===== config.mk =====
export PLATFORM = sky130hd
export DESIGN_NAME = instruction_decode_stage
export DESIGN_NICKNAME = d
export VERILOG_FILES = /design/src/rtl/cpu_decode_pkg.sv /design/src/rtl/decode_fields.sv /design/src/rtl/instruction_decode_stage.sv
export SDC_FILE = /design/constraint.sdc
export NUM_CORES = 1
export LEC_CHECK = 0
export CAP_MARGIN = 40
export CORE_MARGIN = 10
export CORE_UTILIZATION = 49
export DETAILED_ROUTE_END_ITERATION = 8
export PLACE_DENSITY = 0.85
export SETUP_SLACK_MARGIN = 0.5
export SLEW_MARGIN = 20
export SYNTH_ARGS = -nofsm -noshare
export SYNTH_HDL_FRONTEND = slang
export SYNTH_HIERARCHICAL = 1
export SYNTH_SLANG_ARGS = --single-unit

===== constraint.sdc =====
create_clock -name clock -period 1.68 [get_ports clock]
set_input_delay 0.252 -clock clock [delete_from_list [all_inputs] [get_ports clock]]
set_output_delay 0.252 -clock clock [all_outputs]
set_load 0.02 [all_outputs]

===== src/rtl/cpu_decode_pkg.sv =====
// rtl/cpu_decode_pkg.sv - shared field widths, decode FSM encoding and sign-extend helper
package cpu_decode_pkg;

  localparam int unsigned DEF_DATA_WIDTH      = 32;
  localparam int unsigned DEF_OPCODE_WIDTH    = 4;
  localparam int unsigned DEF_REG_INDEX_WIDTH = 5;
  // Two flag bits (immFlag, longImm) sit between the opcode and the register fields.
  localparam int unsigned FLAG_BITS           = 2;
  localparam int unsigned DEF_IMM_WIDTH       =
    DEF_DATA_WIDTH - DEF_OPCODE_WIDTH - FLAG_BITS - 2 * DEF_REG_INDEX_WIDTH;

  typedef enum logic {
    WAIT_FIRST  = 1'b0,
    WAIT_SECOND = 1'b1
  } dec_state_e;

  function automatic logic [63:0] sign_extend(input logic [63:0] raw, input int unsigned width);
    logic [63:0] mask;
    logic        sign_bit;
    mask     = (64'd1 << width) - 64'd1;
    sign_bit = |((raw >> (width - 1)) & 64'd1);
    return sign_bit ? (raw | ~mask) : (raw & mask);
  endfunction

endpackage


===== src/rtl/decode_fields.sv =====
// rtl/decode_fields.sv - combinational instruction field split and immediate sign-extension
module decode_fields
  import cpu_decode_pkg::*;
#(
  parameter int unsigned DATA_WIDTH      = DEF_DATA_WIDTH,
  parameter int unsigned OPCODE_WIDTH    = DEF_OPCODE_WIDTH,
  parameter int unsigned REG_INDEX_WIDTH = DEF_REG_INDEX_WIDTH
) (
  input  logic [DATA_WIDTH-1:0]      ir,
  output logic [OPCODE_WIDTH-1:0]    opcode,
  output logic                       imm_flag,
  output logic                       long_imm,
  output logic [REG_INDEX_WIDTH-1:0] dest,
  output logic [REG_INDEX_WIDTH-1:0] src,
  output logic [DATA_WIDTH-1:0]      imm_ext
);

  localparam int unsigned IMM_WIDTH = DATA_WIDTH - OPCODE_WIDTH - FLAG_BITS - 2 * REG_INDEX_WIDTH;
  localparam int unsigned DEST_MSB  = DATA_WIDTH - OPCODE_WIDTH - FLAG_BITS - 1;
  localparam int unsigned SRC_MSB   = DEST_MSB - REG_INDEX_WIDTH;

  logic [IMM_WIDTH-1:0] imm_raw;

  assign opcode   = ir[DATA_WIDTH-1 -: OPCODE_WIDTH];
  assign imm_flag = ir[DATA_WIDTH-OPCODE_WIDTH-1];
  assign long_imm = ir[DATA_WIDTH-OPCODE_WIDTH-2];
  assign dest     = ir[DEST_MSB -: REG_INDEX_WIDTH];
  assign src      = ir[SRC_MSB -: REG_INDEX_WIDTH];
  assign imm_raw  = ir[IMM_WIDTH-1:0];
  assign imm_ext  = DATA_WIDTH'(sign_extend(64'(imm_raw), IMM_WIDTH));

endmodule


===== src/rtl/instruction_decode_stage.sv =====
// rtl/instruction_decode_stage.sv - registered decode stage with handshake and two-word long immediates
module instruction_decode_stage
  import cpu_decode_pkg::*;
#(
  parameter int unsigned DATA_WIDTH      = DEF_DATA_WIDTH,
  parameter int unsigned OPCODE_WIDTH    = DEF_OPCODE_WIDTH,
  parameter int unsigned REG_INDEX_WIDTH = DEF_REG_INDEX_WIDTH,
  parameter logic [OPCODE_WIDTH-1:0] MAX_LEGAL_OPCODE = 'hD
) (
  input  logic                       clock,
  input  logic                       reset,
  input  logic                       flush,
  input  logic [DATA_WIDTH-1:0]      IR,
  input  logic                       inValid,
  output logic                       inReady,
  output logic                       outValid,
  input  logic                       outReady,
  output logic [OPCODE_WIDTH-1:0]    ALUOperationCode,
  output logic [REG_INDEX_WIDTH-1:0] destination,
  output logic [REG_INDEX_WIDTH-1:0] source,
  output logic [DATA_WIDTH-1:0]      immediate,
  output logic                       isSecondImmediate,
  output logic                       illegalInstruction,
  output logic                       longPending
);

  logic [OPCODE_WIDTH-1:0]    fld_opcode;
  logic                       fld_imm_flag;
  logic                       fld_long_imm;
  logic [REG_INDEX_WIDTH-1:0] fld_dest;
  logic [REG_INDEX_WIDTH-1:0] fld_src;
  logic [DATA_WIDTH-1:0]      fld_imm;
  logic                       fld_illegal;

  decode_fields #(
    .DATA_WIDTH     (DATA_WIDTH),
    .OPCODE_WIDTH   (OPCODE_WIDTH),
    .REG_INDEX_WIDTH(REG_INDEX_WIDTH)
  ) u_decode_fields (
    .ir      (IR),
    .opcode  (fld_opcode),
    .imm_flag(fld_imm_flag),
    .long_imm(fld_long_imm),
    .dest    (fld_dest),
    .src     (fld_src),
    .imm_ext (fld_imm)
  );

  assign fld_illegal = fld_opcode > MAX_LEGAL_OPCODE;

  dec_state_e                 state_q, state_d;
  logic                       out_valid_q, out_valid_d;
  logic                       long_pending_q, long_pending_d;
  logic [OPCODE_WIDTH-1:0]    op_q, op_d;
  logic [REG_INDEX_WIDTH-1:0] dest_q, dest_d;
  logic [REG_INDEX_WIDTH-1:0] src_q, src_d;
  logic [DATA_WIDTH-1:0]      imm_q, imm_d;
  logic                       is_imm_q, is_imm_d;
  logic                       illegal_q, illegal_d;
  // First word of a long-immediate instruction, held until its immediate word arrives.
  logic [OPCODE_WIDTH-1:0]    lat_op_q, lat_op_d;
  logic [REG_INDEX_WIDTH-1:0] lat_dest_q, lat_dest_d;
  logic [REG_INDEX_WIDTH-1:0] lat_src_q, lat_src_d;
  logic                       lat_illegal_q, lat_illegal_d;

  logic in_ready;
  logic accept;

  assign in_ready = !flush && (!out_valid_q || outReady);
  assign accept   = inValid && in_ready;

  always_comb begin
    state_d        = state_q;
    out_valid_d    = out_valid_q;
    long_pending_d = long_pending_q;
    op_d           = op_q;
    dest_d         = dest_q;
    src_d          = src_q;
    imm_d          = imm_q;
    is_imm_d       = is_imm_q;
    illegal_d      = illegal_q;
    lat_op_d       = lat_op_q;
    lat_dest_d     = lat_dest_q;
    lat_src_d      = lat_src_q;
    lat_illegal_d  = lat_illegal_q;

    if (flush) begin
      state_d        = WAIT_FIRST;
      out_valid_d    = 1'b0;
      long_pending_d = 1'b0;
    end else begin
      if (out_valid_q && outReady) begin
        out_valid_d = 1'b0;
      end
      if (accept) begin
        unique case (state_q)
          WAIT_FIRST: begin
            if (fld_long_imm) begin
              lat_op_d       = fld_opcode;
              lat_dest_d     = fld_dest;
              lat_src_d      = fld_src;
              lat_illegal_d  = fld_illegal;
              long_pending_d = 1'b1;
              state_d        = WAIT_SECOND;
            end else begin
              op_d        = fld_opcode;
              dest_d      = fld_dest;
              src_d       = fld_src;
              imm_d       = fld_imm;
              is_imm_d    = fld_imm_flag;
              illegal_d   = fld_illegal;
              out_valid_d = 1'b1;
            end
          end
          WAIT_SECOND: begin
            op_d           = lat_op_q;
            dest_d         = lat_dest_q;
            src_d          = lat_src_q;
            imm_d          = IR;
            is_imm_d       = 1'b1;
            illegal_d      = lat_illegal_q;
            out_valid_d    = 1'b1;
            long_pending_d = 1'b0;
            state_d        = WAIT_FIRST;
          end
          default: state_d = WAIT_FIRST;
        endcase
      end
    end
  end

  always_ff @(posedge clock) begin
    if (!reset) begin
      state_q        <= WAIT_FIRST;
      out_valid_q    <= 1'b0;
      long_pending_q <= 1'b0;
      op_q           <= '0;
      dest_q         <= '0;
      src_q          <= '0;
      imm_q          <= '0;
      is_imm_q       <= 1'b0;
      illegal_q      <= 1'b0;
      lat_op_q       <= '0;
      lat_dest_q     <= '0;
      lat_src_q      <= '0;
      lat_illegal_q  <= 1'b0;
    end else begin
      state_q        <= state_d;
      out_valid_q    <= out_valid_d;
      long_pending_q <= long_pending_d;
      op_q           <= op_d;
      dest_q         <= dest_d;
      src_q          <= src_d;
      imm_q          <= imm_d;
      is_imm_q       <= is_imm_d;
      illegal_q      <= illegal_d;
      lat_op_q       <= lat_op_d;
      lat_dest_q     <= lat_dest_d;
      lat_src_q      <= lat_src_d;
      lat_illegal_q  <= lat_illegal_d;
    end
  end

  assign inReady            = in_ready;
  assign outValid           = out_valid_q;
  assign longPending        = long_pending_q;
  assign ALUOperationCode   = op_q;
  assign destination        = dest_q;
  assign source             = src_q;
  assign immediate          = imm_q;
  assign isSecondImmediate  = is_imm_q;
  assign illegalInstruction = illegal_q;

endmodule


== After elaboration in Yosys (flattened, before gate mapping) ==
Cells that the tools add are included.

* Register bits after elaboration: 66
* Bits of input ports: 37
* Output and inout port bits: 51

* Order comparisons: 1
* Equality and inequality tests: 2
* Muxes and demuxes: 21
* Bitwise gates (word level): 3
* Reductions and logical operators: 10

{| class="wikitable"
|+ Operator list
! operator !! count
|-
| two-way mux 32 bit || 2
|-
| case mux 32 bit (2 select lines) || 1
|-
| case mux 5 bit (2 select lines) || 2
|-
| two-way mux 5 bit || 2
|-
| case mux 1 bit (2 select lines) || 5
|-
| case mux 4 bit (2 select lines) || 1
|-
| two-way mux 1 bit || 7
|-
| greater-than comparator 4 bit (second input constant) || 1
|-
| two-way mux 4 bit || 1
|-
| inequality test 2 bit (second input constant) || 2
|-
| AND reduction 4 bit || 1
|-
| logical AND 1 bit || 3
|-
| NOT 1 bit || 3
|-
| AND reduction 3 bit || 1
|-
| logical NOT 1 bit || 2
|-
| AND reduction 2 bit || 1
|-
| OR reduction 2 bit || 1
|-
| logical OR 1 bit || 1
|}

== Longest topological paths before layout ==
* Depth in word-level cells: 5
* Gate-level depth with buffers: 7
* Depth with buffers taken out: 3

== By module ==
Netlist, hierarchy kept.

{| class="wikitable"
|+ By module, submodules not included
! module !! times used !! cells an instance !! area each (sq um) !! seq. area each (sq um)
|-
| instruction_decode_stage || 1 || 310 || 3,140.5 || 1,321.3
|-
| decode_fields || 1 || 48 || 360.3 || 0.0
|}

== Worst setup path after synthesis ==
No wires, ideal clock.

* Path type: register to register
* Start: register state_q
* End: register lat_dest_q[0]
* Library setup time: 0.072 ns
* Arrival: 1.304 ns
* Setup slack: 0.304 ns
* Cell stages (with the launch flop): 8
* Path buffers: 4
* Period minus slack after synthesis: 1.376 ns
* Cells stage by stage: dfxtp_1 > buf_2 > nand2b_4 > buf_6 > nor3b_2 > buf_4 > buf_6 > mux2i_1

* Cells in the longest elaborated chain, start to end: 2

{| class="wikitable"
|+ RTL lines
! element !! line !! RTL
|-
| start: declaration || instruction_decode_stage.sv:51 || <nowiki>dec_state_e state_q, state_d;</nowiki>
|-
| start signal: assignment || instruction_decode_stage.sv:148 || <nowiki>state_q <= state_d;</nowiki>
|-
| NOT 1 bit || n/a ||
|-
| AND reduction 4 bit (no source line) || n/a ||
|-
| end signal: assignment || instruction_decode_stage.sv:158 || <nowiki>lat_dest_q <= lat_dest_d;</nowiki>
|-
| end: declaration || instruction_decode_stage.sv:62 || <nowiki>logic [REG_INDEX_WIDTH-1:0] lat_dest_q, lat_dest_d;</nowiki>
|}

Every way passes these cells.
A chain may end at the register's enable or synchronous reset.

== Worst setup path in the final report ==
* Start: register out_valid_q, in the netlist outValid
* End: register illegal_q, in the netlist illegalInstruction

* Cells in the longest elaborated chain, start to end: 5

{| class="wikitable"
|+ RTL lines
! element !! line !! RTL
|-
| start: declaration || instruction_decode_stage.sv:52 || <nowiki>logic out_valid_q, out_valid_d;</nowiki>
|-
| start signal: assignment || instruction_decode_stage.sv:149 || <nowiki>out_valid_q <= out_valid_d;</nowiki>
|-
| logical NOT 1 bit || instruction_decode_stage.sv:69 || <nowiki>assign in_ready = !flush && (!out_valid_q || outReady);</nowiki>
|-
| logical OR 1 bit || instruction_decode_stage.sv:69 ||
|-
| logical AND 1 bit || instruction_decode_stage.sv:69 ||
|-
| logical AND 1 bit || instruction_decode_stage.sv:70 || <nowiki>assign accept = inValid && in_ready;</nowiki>
|-
| AND reduction 3 bit (no source line) || n/a ||
|-
| end signal: assignment || instruction_decode_stage.sv:156 || <nowiki>illegal_q <= illegal_d;</nowiki>
|-
| end: declaration || instruction_decode_stage.sv:59 || <nowiki>logic illegal_q, illegal_d;</nowiki>
|}

Every way passes these cells.

==> metrics <==
CTS Buffer Depth=2; met2 GRT Util=32.7%; Initial Util=51.0%; Die X=105 µm; DRC violations left=0; Syn Area/Cell=9.78 µm²; row count=30; CTS root buf=clkbuf_8; drt first pass iters=7; sequential fraction of the synthesis area=37.7%; antenna violations before repair=0; largest net degree at the start of global routing=31; Worst EP required=1.91 ns; Area Overhead vs Synth=48.3%; total power=4020 µW; FF-to-FF setup slack=0.20 ns; ant diodes=0; Cells after Synth=358; final worst-path cycle share=87.8%; measured slew at the worst slew-check pin=0.445 ns; core region area=0.00687 mm²; post-synth cell types=24; first-pass GRT wire length=17800 µm; drt first-iter violations=245; RR Startpoint=outValid; status=completed; CP max-delay cell=and3_4; Max Fclk=678 MHz; Critical Path Sink=illegalInstruction; GRT Total Usage=20.0%; share of cells above drive strength 1=48.5%; Die Area=0.0109 mm²; gr ovfl total=0; FILL cells=430; clk_skew=0.00712 ns; vias in the first global route=3159; wire per inst=24.5 µm; fin worst setup slack=0.205 ns; final hold violation count=0; Worst setup startpoint=outValid; Max-Cap Viols=0; Post-DP Area=0.00423 mm²; Place WS=-0.0919 ns; grt met1 use=23.5%; Worst Hold Class=input pin to flop; Finished Cell Area=0.00519 mm²; Buffers on Ports=87; vias post-DR=3140; Syn Std Cell Area=0.00350 mm²; Pwr per Cell Area=775 mW/mm²; Final ANT Viol Nets=0; Top Ports=88; met3 Usage GRT=4.71%; crit path launch type=flop; GP Congestion=0.796; peak supply drop=0.518 mV; Pleak=0.00189 µW; CTS tree=yes; Setup crit end kind=flop; crit-path max cell delay=0.35 ns; Vias/cell=5.98; H-tree depth=3; Reg2Reg Depth=6; crit path DAT=1.71 ns; Yosys warnings=6; DIE HEIGHT=105 µm; RSZ-0062 raised after global routing=true; reg-to-reg endpoint=illegalInstruction; crit-path max FO=13; min cycle time layout=1.48 ns; slew margin rel.=70.3%; worst hold slack=0.274 ns; CTS Buf Count=9; Slew Viols, Final=0; register bit total from synthesis=66; clock sinks=66; crit path kind=flop to flop; setup TNS=0 ns; worst-skew pair later-pin latency=0.36 ns; DP HPWL=6510 µm; Top Usage Layer GRT=met2; WL final=12800 µm; cells along the critical path=buf_4 > buf_6 > nand2b_4 > and3_4 > buf_12 > a311oi_2; # nets final=461; setup violators final=0; syn_nets=395; clock-pin slew on the worst setup and hold paths=0.08 ns
[area by class of cell]
| type | count | area [µm²] | share of cell area (%) |
|---|---|---|---|
| Clock buffer | 11 | 141 | 2.72 |
| Inverter | 1 | 3.75 | 0.0723 |
| Sequential cell | 66 | 1330 | 25.7 |
| Multi-Input combinational cell | 204 | 2050 | 39.5 |
| Clock inverter | 5 | 53.8 | 1.04 |
| Tap cell | 96 | 120 | 2.31 |
| Timing Repair Buffer | 142 | 1490 | 28.7 |
[Yosys cell counts]
| library cell | n | area, µm² |
|---|---|---|
| a211oi_1 | 27 | 203 |
| a211oi_2 | 20 | 250 |
| a21boi_0 | 1 | 7.51 |
| a21oi_1 | 1 | 5.00 |
| a311oi_1 | 2 | 17.5 |
| a31oi_1 | 49 | 307 |
| and3_4 | 1 | 11.3 |
| buf_2 | 9 | 45.0 |
| buf_4 | 50 | 375 |
| buf_6 | 5 | 56.3 |
| clkbuf_1 | 22 | 82.6 |
| clkbuf_2 | 1 | 5.00 |
| dfxtp_1 | 66 | 1320 |
| inv_2 | 1 | 3.75 |
| mux2i_1 | 61 | 611 |
| nand2_1 | 30 | 113 |
| nand2b_1 | 2 | 12.5 |
| nand2b_4 | 1 | 13.8 |
| nand4_1 | 1 | 6.26 |
| nand4b_1 | 1 | 8.76 |
| nor2_1 | 3 | 11.3 |
| nor2b_1 | 2 | 12.5 |
| nor3b_2 | 1 | 12.5 |
| o21ba_1 | 1 | 10.0 |
[routing by layer]
metal,vias to the layer above,routed length (µm)
li1,1416,-
met1,1529,5160
met2,156,6410
met3,39,762
met4,0,509
met5,-,0
[per-stage QoR]
step / utilization, % / instances
3_5_place_dp: 61.5 / 476
3_3_place_gp: 61.5 / 476
5_1_grt: 75.6 / 525
4_1_cts: 68.3 / 509
2_1_floorplan: - / 358
6_report: 75.6 / 525
[sequential cells by signal (all words and copies together), names as in the netlist, 4 cells and up]
signal	flops
immediate	32
lat_src_q	5
ALUOperationCode	4
lat_dest_q	5
destination	5
source	5
lat_op_q	4
[logic make-up (layout without fill, tap and decap cells)]
| logic type | Yosys count | count (layout) | synth area share (%) |
|---|---|---|---|
| simple gates | 42 | 42 | 5.75 |
| mux | 61 | 61 | 17.4 |
| buf+inv | 88 | 159 | 16.2 |
| flops | 66 | 66 | 37.7 |
| compound gates | 101 | 101 | 22.8 |
[power by group]
| group | switching, µW | internal (µW) |
|---|---|---|
| clock | 664 | 722 |
| sequential | 59.8 | 1640 |
| combinational | 493 | 443 |
| total | 1220 | 2810 |
[how the worst min path moves through the flow]
stage | startpoint | endpoint | cells past startpoint
CTS | inValid | longPending | 2
floorplan | inValid | longPending | 1
global route | inValid | longPending | 2
detailed placement | lat_op_q[3] | lat_op_q[3] | 2
global placement | lat_dest_q[0] | lat_dest_q[0] | 2
finish | inValid | longPending | 2
[critical path, delay by kind of cell, from the launching register on]
kind                   cells  cell delay, ns
AO/OA/AOI/OAI              1            0.11
buffers and inverters      3            0.44
flip-flops                 1            0.33
AND/OR/NAND/NOR            2            0.45
[layout by cell type, fill, tap and decap left out, types with 6 or more instances in the layout]
master | synthesis | routed
buf_12 | 0 | 11
buf_16 | 0 | 6
buf_4 | 50 | 26
a31oi_1 | 49 | 28
clkbuf_8 | 0 | 10
dfxtp_1 | 66 | 56
a211oi_2 | 20 | 42
mux2i_1 | 61 | 58
a31oi_4 | 0 | 16
nand2_1 | 30 | 30
buf_2 | 9 | 37
clkdlybuf4s50_1 | 0 | 32
dfxtp_2 | 0 | 10
buf_6 | 5 | 16
[timing repair]
item | CTS | global route
pin swaps | 17 | 20
endpoints found under the setup margin | 116 | 78
resized for setup | 265 | 69
endpoints found under the hold margin | 0 | 0
setup buffers | 11 | 10
hold buffers | 0 | 0
cloned | 6 | 6
No activity file was read; power rests on OpenSTA's default activity.
==> variant (same settings) <==
`op_q`, `imm_q` and `lat_src_q` no longer have a reset.
--- a/src/rtl/instruction_decode_stage.sv
+++ b/src/rtl/instruction_decode_stage.sv
@@ -134,31 +134,31 @@
       state_q        <= WAIT_FIRST;
       out_valid_q    <= 1'b0;
       long_pending_q <= 1'b0;
-      op_q           <= '0;
       dest_q         <= '0;
       src_q          <= '0;
-      imm_q          <= '0;
       is_imm_q       <= 1'b0;
       illegal_q      <= 1'b0;
       lat_op_q       <= '0;
       lat_dest_q     <= '0;
-      lat_src_q      <= '0;
       lat_illegal_q  <= 1'b0;
     end else begin
       state_q        <= state_d;
       out_valid_q    <= out_valid_d;
       long_pending_q <= long_pending_d;
-      op_q           <= op_d;
       dest_q         <= dest_d;
       src_q          <= src_d;
-      imm_q          <= imm_d;
       is_imm_q       <= is_imm_d;
       illegal_q      <= illegal_d;
       lat_op_q       <= lat_op_d;
       lat_dest_q     <= lat_dest_d;
-      lat_src_q      <= lat_src_d;
       lat_illegal_q  <= lat_illegal_d;
     end
+  end
+
+  always_ff @(posedge clock) begin
+    op_q      <= op_d;
+    imm_q     <= imm_d;
+    lat_src_q <= lat_src_d;
   end
 
   assign inReady            = in_ready;
Check against the original RTL: not equivalent (a bounded check fails within 4 cycles, from zero or initial values and one cycle with reset low).
==> variant against the unedited design <==
Routed wire length shrank 37%; final cell count shrank 24%; maximum frequency grew 10%; total power shrank 5.6%; setup slack gained 0.14 ns; synthesized area shrank 8.1%; global-route usage shrank 5.0 points; design area shrank 18%; sequential cell count is the same; core utilization shrank 8.2 points; non-clock buffer count shrank 20.
==> variant: results (changes against the unedited design) <==
| Metric | Value |
|---|---|
| GR met1 Demand/Resource | `0.178 (was 0.235)` |
| Synth Instances | `247 (was 358)` |
| Status | `complete, no violations (unchanged)` |
| Internal power | `0.00289 W (was 0.00281 W)` |
| Layout cells sized above 1 | `0.500 (was 0.485)` |
| Mux cell area share after synthesis | `0.188 (was 0.174)` |
| Post-synth top cells | `buf_4 (50), edfxtp_1 (41), mux2_2 (36) (was dfxtp_1 (66), mux2i_1 (61), buf_4 (50))` |
| Arrival time worst endpoint | `1.40 ns (was 1.71 ns)` |
| Crit path max fanout | `8 (was 13)` |
| Vias per std cell | `5.36 (was 5.98)` |
| Post-Syn Nets | `284 (was 395)` |
| Clock Skew | `0.00872 ns (was 0.00712 ns)` |
| RR Startpoint | `state_q (was outValid)` |
| WL per Instance | `20.2 um (was 24.5 um)` |
| Lkg Pwr | `1.60 nW (was 1.89 nW)` |
| Met3 Track Usage GR | `0.0569 (was 0.0471)` |
| Final net count | `354 (was 461)` |
| Slew margin rel. | `0.578 (was 0.703)` |
| Post-synth EDFFs | `41 (was 0)` |
| WHS | `0.280 ns (was 0.274 ns)` |
| Final non-filler cell total | `399 (was 525)` |
| Number of global-route vias before repair | `2,240 (was 3,159)` |
| Met2 wire len | `3830 um (was 6410 um)` |
| Clk pwr | `0.00146 W (was 0.00139 W)` |
| Post-DP HPWL | `4930 um (was 6510 um)` |
| DRT met1 WL | `3310 um (was 5160 um)` |
| Reg-to-Reg End | `immediate[9] (was illegalInstruction)` |
| Seq pwr | `0.00180 W (was 0.00170 W)` |
| Gpl congestion | `0.778 (was 0.796)` |
| Critical Path Source | `state_q (was outValid)` |
| Fillers | `444 (was 430)` |
| Comb group | `0.000534 W (was 0.000936 W)` |
| R2R depth | `5 (was 6)` |
| Dpl ws | `-0.154 ns (was -0.0919 ns)` |
| Layout area overhead | `33.0% (was 48.3%)` |
| VDD IR max | `682 uV (was 518 uV)` |
| Largest net degree at the start of global routing | `29 (was 31)` |
-- variant: changes by cell type in the layout (fill, tap and decap cells not counted), moves of 7 or more --
cell	before	now
buf_2	37	46
dfxtp_1	56	23
edfxtp_1	0	41
nand2_1	30	20
dfxtp_2	10	1
a31oi_1	28	12
buf_6	16	9
mux2_2	0	36
mux2i_1	58	20
a211oi_2	42	11
buf_4	26	14
a31oi_4	16	0
-- variant: layout make-up --
type | instances | area share
clock buffers | 9 | 0.0290
multi-input cells | 117 | 0.252
repair buffers | 122 | 0.268
clock inverters | 7 | 0.0219
well taps | 77 | 0.0225
flip-flops and latches | 66 | 0.406
inverters | 1 | 0.000877
-- variant: logic make-up (layout without fill, tap and decap cells) --
group | count (synthesis) | count (layout)
AOI/OAI and AO/OA | 29 | 29
buffers and inverters | 64 | 139
DFF | 66 | 66
muxes | 56 | 56
and+or+nand+nor | 32 | 32
